[src/rtl/ram_scan_pkg.sv]
`default_nettype none
// ============================================================================
// Package     : ram_scan_pkg
// Description : Shared constants for the ram_scan_reader read sequencer:
//               default RAM geometry, checksum width and the FSM state
//               encoding.
// Revision    : 1.0 - initial release
// ============================================================================
package ram_scan_pkg;

  // Default RAM geometry (32 words x 4 bits)
  localparam int C_ADDR_W = 5;
  localparam int C_DATA_W = 4;

  // Width of the optional pass checksum (modulo 256)
  localparam int C_CHK_W  = 8;

  // Sequencer state encoding
  typedef logic [1:0] state_t;
  localparam state_t C_ST_IDLE  = 2'd0;
  localparam state_t C_ST_ISSUE = 2'd1;
  localparam state_t C_ST_WAIT  = 2'd2;
  localparam state_t C_ST_SHOW  = 2'd3;

endpackage
`default_nettype wire

[src/rtl/ram_scan_reader_dwell_counter.sv]
`default_nettype none
// ============================================================================
// Module      : dwell_counter
// Description : Loadable down-counter with count enable and zero flag. The
//               counter parks at zero; load has priority over enable.
// Ports       : clock      - system clock, rising edge
//               reset      - asynchronous active-high reset
//               load       - load load_value on the next edge
//               load_value - value to load
//               enable     - decrement when non-zero (pause gate)
//               zero       - count is zero
// Revision    : 1.0 - initial release
// ============================================================================
module dwell_counter #(
  parameter int WIDTH = 3
) (
  input  logic             clock,
  input  logic             reset,
  input  logic             load,
  input  logic [WIDTH-1:0] load_value,
  input  logic             enable,
  output logic             zero
);

  logic [WIDTH-1:0] r_count;

  always_ff @(posedge clock or posedge reset) begin
    if (reset) begin
      r_count <= '0;
    end else if (load) begin
      r_count <= load_value;
    end else if (enable && (r_count != '0)) begin
      r_count <= r_count - WIDTH'(1);
    end
  end

  assign zero = (r_count == '0);

endmodule
`default_nettype wire

[src/rtl/ram_scan_reader.sv]
`default_nettype none
// ============================================================================
// Module      : ram_scan_reader
// Description : Autonomous read-side sequencer for the 32x4 lab RAM. Walks
//               every address, captures each word and holds address/data on
//               the display outputs for DWELL_CYCLES cycles. Never writes.
// Ports       : clock, reset (async, active-high)
//               start       - begin a pass (sampled in IDLE only)
//               continuous  - wrap last->0 instead of stopping
//               pause       - freeze the dwell countdown
//               ram_address / ram_wren (tied 0) / ram_q - RAM read port
//               disp_addr / disp_data / disp_valid - displayed word
//               busy        - not idle
//               done        - one-cycle pulse at end of a stopping pass
//               checksum    - sum of last completed pass (SCAN_CHECKSUM_EN)
// Config      : define SCAN_CHECKSUM_EN to build the pass checksum.
// Revision    : 1.0 - initial release
// ============================================================================
module ram_scan_reader
  import ram_scan_pkg::*;
#(
  parameter int ADDR_W       = C_ADDR_W,
  parameter int DATA_W       = C_DATA_W,
  parameter int RD_LAT       = 1,
  parameter int DWELL_CYCLES = 25_000_000
) (
  input  logic              clock,
  input  logic              reset,
  input  logic              start,
  input  logic              continuous,
  input  logic              pause,
  output logic [ADDR_W-1:0] ram_address,
  output logic              ram_wren,
  input  logic [DATA_W-1:0] ram_q,
  output logic [ADDR_W-1:0] disp_addr,
  output logic [DATA_W-1:0] disp_data,
  output logic              disp_valid,
  output logic              busy,
  output logic              done
`ifdef SCAN_CHECKSUM_EN
  ,
  output logic [C_CHK_W-1:0] checksum
`endif
);

  localparam int                c_dw_w       = $clog2(DWELL_CYCLES + 1);
  localparam int                c_lat_w      = $clog2(RD_LAT + 1);
  localparam logic [c_dw_w-1:0]  c_dwell_load = c_dw_w'(DWELL_CYCLES - 1);
  localparam logic [c_lat_w-1:0] c_lat_load   = c_lat_w'(RD_LAT - 1);
  localparam logic [ADDR_W-1:0]  c_last_addr  = {ADDR_W{1'b1}};

  state_t              r_state,      w_state_next;
  logic [ADDR_W-1:0]   r_addr,       w_addr_next;
  logic [c_lat_w-1:0]  r_lat,        w_lat_next;
  logic [ADDR_W-1:0]   r_disp_addr,  w_disp_addr_next;
  logic [DATA_W-1:0]   r_disp_data,  w_disp_data_next;
  logic                r_disp_valid, w_disp_valid_next;
  logic                r_done,       w_done_next;

  logic w_dwell_load;
  logic w_dwell_en;
  logic w_dwell_zero;
  logic w_capture;   // read latency has elapsed; ram_q belongs to r_addr
  logic w_word_end;  // dwell expired with pause low; leave current word

  dwell_counter #(
    .WIDTH (c_dw_w)
  ) u_dwell (
    .clock      (clock),
    .reset      (reset),
    .load       (w_dwell_load),
    .load_value (c_dwell_load),
    .enable     (w_dwell_en),
    .zero       (w_dwell_zero)
  );

  always_ff @(posedge clock or posedge reset) begin
    if (reset) begin
      r_state      <= C_ST_IDLE;
      r_addr       <= '0;
      r_lat        <= '0;
      r_disp_addr  <= '0;
      r_disp_data  <= '0;
      r_disp_valid <= 1'b0;
      r_done       <= 1'b0;
    end else begin
      r_state      <= w_state_next;
      r_addr       <= w_addr_next;
      r_lat        <= w_lat_next;
      r_disp_addr  <= w_disp_addr_next;
      r_disp_data  <= w_disp_data_next;
      r_disp_valid <= w_disp_valid_next;
      r_done       <= w_done_next;
    end
  end

  always_comb begin
    w_state_next      = r_state;
    w_addr_next       = r_addr;
    w_lat_next        = r_lat;
    w_disp_addr_next  = r_disp_addr;
    w_disp_data_next  = r_disp_data;
    w_disp_valid_next = r_disp_valid;
    w_done_next       = 1'b0;
    w_dwell_load      = 1'b0;
    w_dwell_en        = 1'b0;
    w_capture         = (r_state == C_ST_WAIT) && (r_lat == '0);
    w_word_end        = (r_state == C_ST_SHOW) && w_dwell_zero && !pause;

    case (r_state)
      C_ST_IDLE: begin
        if (start) begin
          w_state_next      = C_ST_ISSUE;
          w_addr_next       = '0;
          w_disp_valid_next = 1'b0;
        end
      end

      // One cycle for ram_address to settle before the RAM registers it.
      C_ST_ISSUE: begin
        w_lat_next   = c_lat_load;
        w_state_next = C_ST_WAIT;
      end

      C_ST_WAIT: begin
        if (w_capture) begin
          w_disp_addr_next  = r_addr;
          w_disp_data_next  = ram_q;
          w_disp_valid_next = 1'b1;
          w_dwell_load      = 1'b1;
          w_state_next      = C_ST_SHOW;
        end else begin
          w_lat_next = r_lat - c_lat_w'(1);
        end
      end

      C_ST_SHOW: begin
        w_dwell_en = !pause;
        if (w_word_end) begin
          if (r_addr != c_last_addr) begin
            w_addr_next  = r_addr + ADDR_W'(1);
            w_state_next = C_ST_ISSUE;
          end else if (continuous) begin
            w_addr_next  = '0;
            w_state_next = C_ST_ISSUE;
          end else begin
            w_done_next  = 1'b1;
            w_state_next = C_ST_IDLE;
          end
        end
      end

      default: begin
        w_state_next = C_ST_IDLE;
      end
    endcase
  end

`ifdef SCAN_CHECKSUM_EN
  logic [C_CHK_W-1:0] r_acc;
  logic [C_CHK_W-1:0] r_checksum;

  // The accumulator restarts on the address-0 capture so every pass,
  // including continuous wraps, sums exactly one lap of the RAM.
  always_ff @(posedge clock or posedge reset) begin
    if (reset) begin
      r_acc      <= '0;
      r_checksum <= '0;
    end else begin
      if (w_capture) begin
        if (r_addr == '0) begin
          r_acc <= C_CHK_W'(ram_q);
        end else begin
          r_acc <= r_acc + C_CHK_W'(ram_q);
        end
      end
      if (w_word_end && (r_addr == c_last_addr)) begin
        r_checksum <= r_acc;
      end
    end
  end

  assign checksum = r_checksum;
`endif

  assign ram_address = r_addr;
  assign ram_wren    = 1'b0;
  assign disp_addr   = r_disp_addr;
  assign disp_data   = r_disp_data;
  assign disp_valid  = r_disp_valid;
  assign busy        = (r_state != C_ST_IDLE);
  assign done        = r_done;

endmodule
`default_nettype wire

[config.mk]
export PLATFORM = sky130hd
export DESIGN_NAME = ram_scan_reader
export DESIGN_NICKNAME = d
export VERILOG_FILES = /design/src/rtl/ram_scan_pkg.sv /design/src/rtl/ram_scan_reader_dwell_counter.sv /design/src/rtl/ram_scan_reader.sv
export SDC_FILE = /design/constraint.sdc
export NUM_CORES = 1
export LEC_CHECK = 0
export ABC_AREA = 1
export BUFFER_PORTS_ARGS = -buffer_cell sky130_fd_sc_hd__buf_2
export CAP_MARGIN = 15
export CORE_MARGIN = 2
export CORE_UTILIZATION = 35
export DETAILED_ROUTE_END_ITERATION = 10
export PLACE_DENSITY = 0.62
export REMOVE_ABC_BUFFERS = 1
export SYNTH_ARGS = -nofsm -noshare
export SYNTH_HDL_FRONTEND = slang
export SYNTH_SLANG_ARGS = --single-unit
[constraint.sdc]
create_clock -name clock -period 2.9 [get_ports clock]
set_input_delay 0.58 -clock clock [delete_from_list [all_inputs] [get_ports clock]]
set_output_delay 0.58 -clock clock [all_outputs]
set_load 0.02 [all_outputs]
# After elaboration in Yosys (flattened, before gate mapping)
# Index checks and enable logic that the tools add are counted.
# totals
ff_bits	44
latchBits	0
ram_bits	0
rom_bits	0
input_bits	9
output_inout_bits	18
word_cells	64
memories	0
# op_classes
addsub	3
mul	0
div	0
magnitude_cmp	0
eq_ne	9
shifts	0
n_mux	25
bitwise_logic	1
reduce_logical	18
# ops
operator	n
25-bit 2-to-1 mux	2
25-bit logical NOT	1
25-bit nonzero test	1
25-bit by 1-bit subtractor with 25-bit output, second input constant	1
5-bit 2-to-1 mux	4
1-bit 2-to-1 mux	12
5-bit case mux with 2 select lines	1
2-bit nonzero test	5
2-bit != test, second input constant	4
2-bit case mux with 4 select lines	1
2-bit 2-to-1 mux	3
3-bit AND reduction	2
5-bit by 1-bit adder with 5-bit output, second input constant	1
5-bit != test, second input constant	1
2-bit == test, second input constant	2
1-bit logical AND	4
1-bit case mux with 2 select lines	2
2-bit AND reduction	2
4-bit AND reduction	1
3-bit by 2-bit != test with 1-bit output, second input constant	1
2-bit by 1-bit == test with 1-bit output, second input constant	1
2-bit logical NOT	1
1-bit logical NOT	1
1-bit inverter	1
1-bit subtractor, second input constant	1

# Longest topological paths before layout
# logic_depth
ltp_word	5
ltp_mapped	12
ltp_nobuf	12

# Cells and area by module
# Synthesis repeated with hierarchy kept, for this count alone.
# unflattened
hier_cells	435
hier_area_um2	3024.2
# modules_own_cells
mod	instances	cells_per_inst	area_per_inst_um2	seq_area_each_um2
dwell_counter	1	305	2010.7	625.6
ram_scan_reader	1	130	1013.5	475.5

# Worst setup path before layout
# OpenSTA, ideal clock, no wires.
# synth_path
kind	register -> register
startpoint	register r_addr[0] (netlist: ram_address[0])
endpoint	register r_addr[0] (netlist: ram_address[0])
setup_time_ns	0.066
arrival_time_ns	1.746
required_ns	2.834
slack_ns	1.089
stages_incl_launch_ff	12
n_path_buf	0
period_less_slack_ns	1.811
cell_sequence	dfrtp_1 > ha_1 > nand2_1 > nor2_1 > ha_1 > inv_1 > or2_2 > o21bai_1 > inv_1 > nand3_2 > nand2_1 > nand2_1
# synth_via
elab_chain_cells	4
word_cells_on_any_way	7
cone_classes	add/sub: 1; eq/ne: 2; mux: 3; reduce/logical: 1
# synth_rtl
item	line_no	source
start: declaration	ram_scan_reader.sv:53	logic [ADDR_W-1:0] r_addr, w_addr_next;
start signal: assignment	ram_scan_reader.sv:88	r_addr <= w_addr_next;
5-bit by 1-bit adder with 5-bit output / 5-bit != test (equally long branches)	ram_scan_reader.sv:141, ram_scan_reader.sv:140	
5-bit 2-to-1 mux	ram_scan_reader.sv:140	if (r_addr != c_last_addr) begin
5-bit 2-to-1 mux	ram_scan_reader.sv:139	if (w_word_end) begin
5-bit case mux with 2 select lines	ram_scan_reader.sv:110	case (r_state)
# Several ways; a longest one is shown, not always the timed one. The select of a mux whose other input is x is not followed.
# A chain may end at the register's enable or synchronous reset.

# Worst setup path after layout
# layout_path
startpoint	register r_state[0]
endpoint	register u_dwell.r_count[23]
# layout_via
elab_chain_cells	5
word_cells_on_any_way	9
cone_classes	eq/ne: 2; mux: 4; reduce/logical: 3
# layout_rtl
item	line_no	source
start: declaration	ram_scan_reader.sv:52	state_t r_state, w_state_next;
start signal: assignment	ram_scan_reader.sv:87	r_state <= w_state_next;
2-bit == test	ram_scan_reader.sv:107, ram_scan_reader.sv:110	
1-bit logical AND	ram_scan_reader.sv:107	w_capture = (r_state == C_ST_WAIT) && (r_lat == '0);
1-bit 2-to-1 mux	ram_scan_reader.sv:126	if (w_capture) begin
1-bit 2-to-1 mux	ram_scan_reader.sv:110	
25-bit 2-to-1 mux / 2-bit nonzero test (equally long branches)	-	
end signal: assignment	ram_scan_reader_dwell_counter.sv:31	r_count <= load_value;
end signal: assignment	ram_scan_reader_dwell_counter.sv:33	r_count <= r_count - WIDTH'(1);
end: declaration	ram_scan_reader_dwell_counter.sv:25	logic [WIDTH-1:0] r_count;
# Several ways; a longest one is shown, not always the timed one.

==> impl_metrics.tcl <==
set metrics [dict create \
    status "completed" \
    p_per_area_nw_per_um2 874 \
    final_cell_mix "nand2_1 (115), nor2_1 (48), dfrtp_1 (44)" \
    wl_met1_um 2920 \
    worst_slack_ns 0.847 \
    n_fill_cell 786 \
    layout-drive-gt1-share_pct 16.3 \
    io_pins 27 \
    dr.pass1.iters 4 \
    num_rows 32 \
    viasPerCell 4.82 \
    final_core_util_pct 40.2 \
    grt_antenna_before_repair 0 \
    dieArea_um2 8530 \
    relSlewSlack_pct 39.2 \
    final_common_cell "nand2_1" \
    wl_per_cell_um 12.6 \
    clk_path_buf_depth 2 \
    worst_path_most_repeated_cell "inv_1" \
    htreeDepth 2 \
    place_area_um2 2940 \
    drt_iter0_markers 164 \
    wl_um 6230 \
    arrival_ns 2.24 \
    post-cts-setup-buffers 0 \
    design.core.area_um2 7650 \
    cts_resized 0 \
    crit_type "reg -> reg" \
    min_period_ns 2.05 \
    critPathTopFamily "buffers and inverters" \
    cts_root_buffer "clkbuf_8" \
    max_slew.worst_pin.slew_ns 0.911 \
    port_buffers 25 \
    start_util_pct 35.7 \
    grt_pass1_vias 2328 \
    dp_hpwl_um 4550 \
    cts.sinks 44 \
    yosysUniqueCellTypes 35 \
    start_kind "flop" \
    cellLeakagePower_nw 1.49 \
    synthesis.area_um2 2730 \
    nets 411 \
    final.period_utilization_pct 70.8 \
    yosysWarningCount 0 \
    critical_path.cell_chain "inv_1, ha_1, inv_1, nor2_4, inv_1, nand2_4, inv_2, o21ai_0" \
    cp_max_fo 21 \
    vias 2385 \
    grt_setup_unrepaired "no" \
    diodes 0 \
    grt_usage_pct 15.9 \
    critPathRequiredTime_ns 3.08 \
    synthCells 367 \
    finalClockSkew_ns 0.00919 \
    ir_worst_vdd_mv 0.596 \
    end_kind "flop" \
    ctsHoldBuffers 0 \
    hold_viol 0 \
    grt_pass1_wl_um 10900 \
    clk_pin_slew_worst_paths_ns 0.09 \
    stdcell_area_um2 3070 \
    detailedPlace.worstSlack_ns 0.851 \
    tritoncts "done" \
    wl_met3_um 246 \
    yosys_register_bits 44 \
    slew_violations 0 \
    setup-tns-final_ns 0 \
    gp_congestion 0.896 \
    die_w_um 92.4 \
    cpMaxStageDelayCell "dfrtp_1" \
    routed.top_layer "met4" \
    multi_input_area_um2 1430 \
    overflow 0 \
    seqCellArea_um2 1100 \
    numCtsBuffers 5 \
    dr_wl_met2_um 2970 \
    ant_nets 0 \
    hp-class "in -> async" \
    path_buf_inv 4 \
    slowest_delay_ns 0.43 \
    synth_area_per_cell_um2 7.45 \
    clock.fmax_mhz 487 \
    grt_max_degree 45 \
    synth-seq-area-share_pct 40.3 \
    area_growth_pct 12.5 \
    max_cap_viol_count 0 \
    drcViolationCount 0 \
    setup_viol 0 \
    die_h_um 92.4 \
    clock_latency_ns 0.30 \
]
==> cell usage after synthesis (all sizes together) <==
cell    number  share of area, %
nor3b        1              0.27
clkinv       1              0.14
nand3       26               5.1
xnor2        3              0.96
a21oi        4              0.73
conb         1              0.14
and2         1              0.23
nor2        58               9.8
xor2         2              0.64
o21bai       3              0.82
ha           9               4.1
o21ai       23               5.3
nand4       17               4.1
nand2      120                17
buf          7               1.9
or2          1              0.23
inv         37               5.1
nor3         3              0.55
o21a         1              0.27
dfrtp       44                40
o31ai        2               1.1
nand3b       2              0.55
clkbuf       1              0.14
==> final timing paths <==
path	start	to	slack (ns)	cells after the start
setup / recovery	r_state[0]	u_dwell.r_count[23]	0.85	8
hold / removal	reset	disp_addr[4]	0.47	2
setup reg to reg	r_state[0]	u_dwell.r_count[23]	0.85	8
hold reg to reg	disp_data[0]	disp_data[0]	0.47	2
max in group asynchronous	reset	u_dwell.r_count[11]	1.86	2
min in group clock	disp_data[0]	disp_data[0]	0.47	2
==> sequential cells by signal (all words and copies together), names as in the netlist <==
register,count
disp_addr,5
disp_data,4
disp_valid,1
done,1
r_lat,1
r_state,2
ram_address,5
u_dwell.r_count,25
==> worst register-to-register path: stages, from the launching register on <==
cell and delay (ns):
dfrtp_1 0.43, inv_1 0.12, ha_1 0.24, inv_1 0.11, nor2_4 0.04, inv_1 0.38, nand2_4 0.28, inv_2 0.23
o21ai_0 0.11
==> report_power, final <==
group	switching, mW	internal, mW
Sequential	0.181	0.781
Combinational	0.785	0.383
Clock	0.217	0.339
Total	1.18	1.50
==> per-layer routing <==
layer  GRT usage [%]  vias up
met2            26.7       49
li1                -     1217
met1            20.8     1109
met5               0        -
met3            2.85       10
met4            4.98        0
==> through the flow <==
stage / instances / hold slack (ns) / power [mW]
final: 495 / 0.468 / 2.69
after global routing: 495 / 0.487 / 2.91
after CTS: 495 / 0.474 / 2.70
after detailed placement: 488 / 0.453 / 2.14
after global placement: 488 / 0.449 / 2.12
after floorplan: 359 / 0.486 / 1.81
==> layout make-up <==
cell class | count | area share [%]
multi-input combinational | 277 | 46.6
sequential | 44 | 35.8
inverter | 38 | 4.64
timing repair buffer | 27 | 4.56
tap | 102 | 4.15
clock buffer | 5 | 2.24
clock inverter | 2 | 1.95
==> logic make-up after synthesis <==
logic type               synth area share [%]
buffers and inverters                    7.28
flip-flops                               40.3
other                                   0.137
adder cells (fa/ha/maj)                  4.12
AO/OA/AOI/OAI                            8.20
XOR/XNOR                                 1.60
AND/OR/NAND/NOR                          38.4
Power figures use the tool's default switching activity.
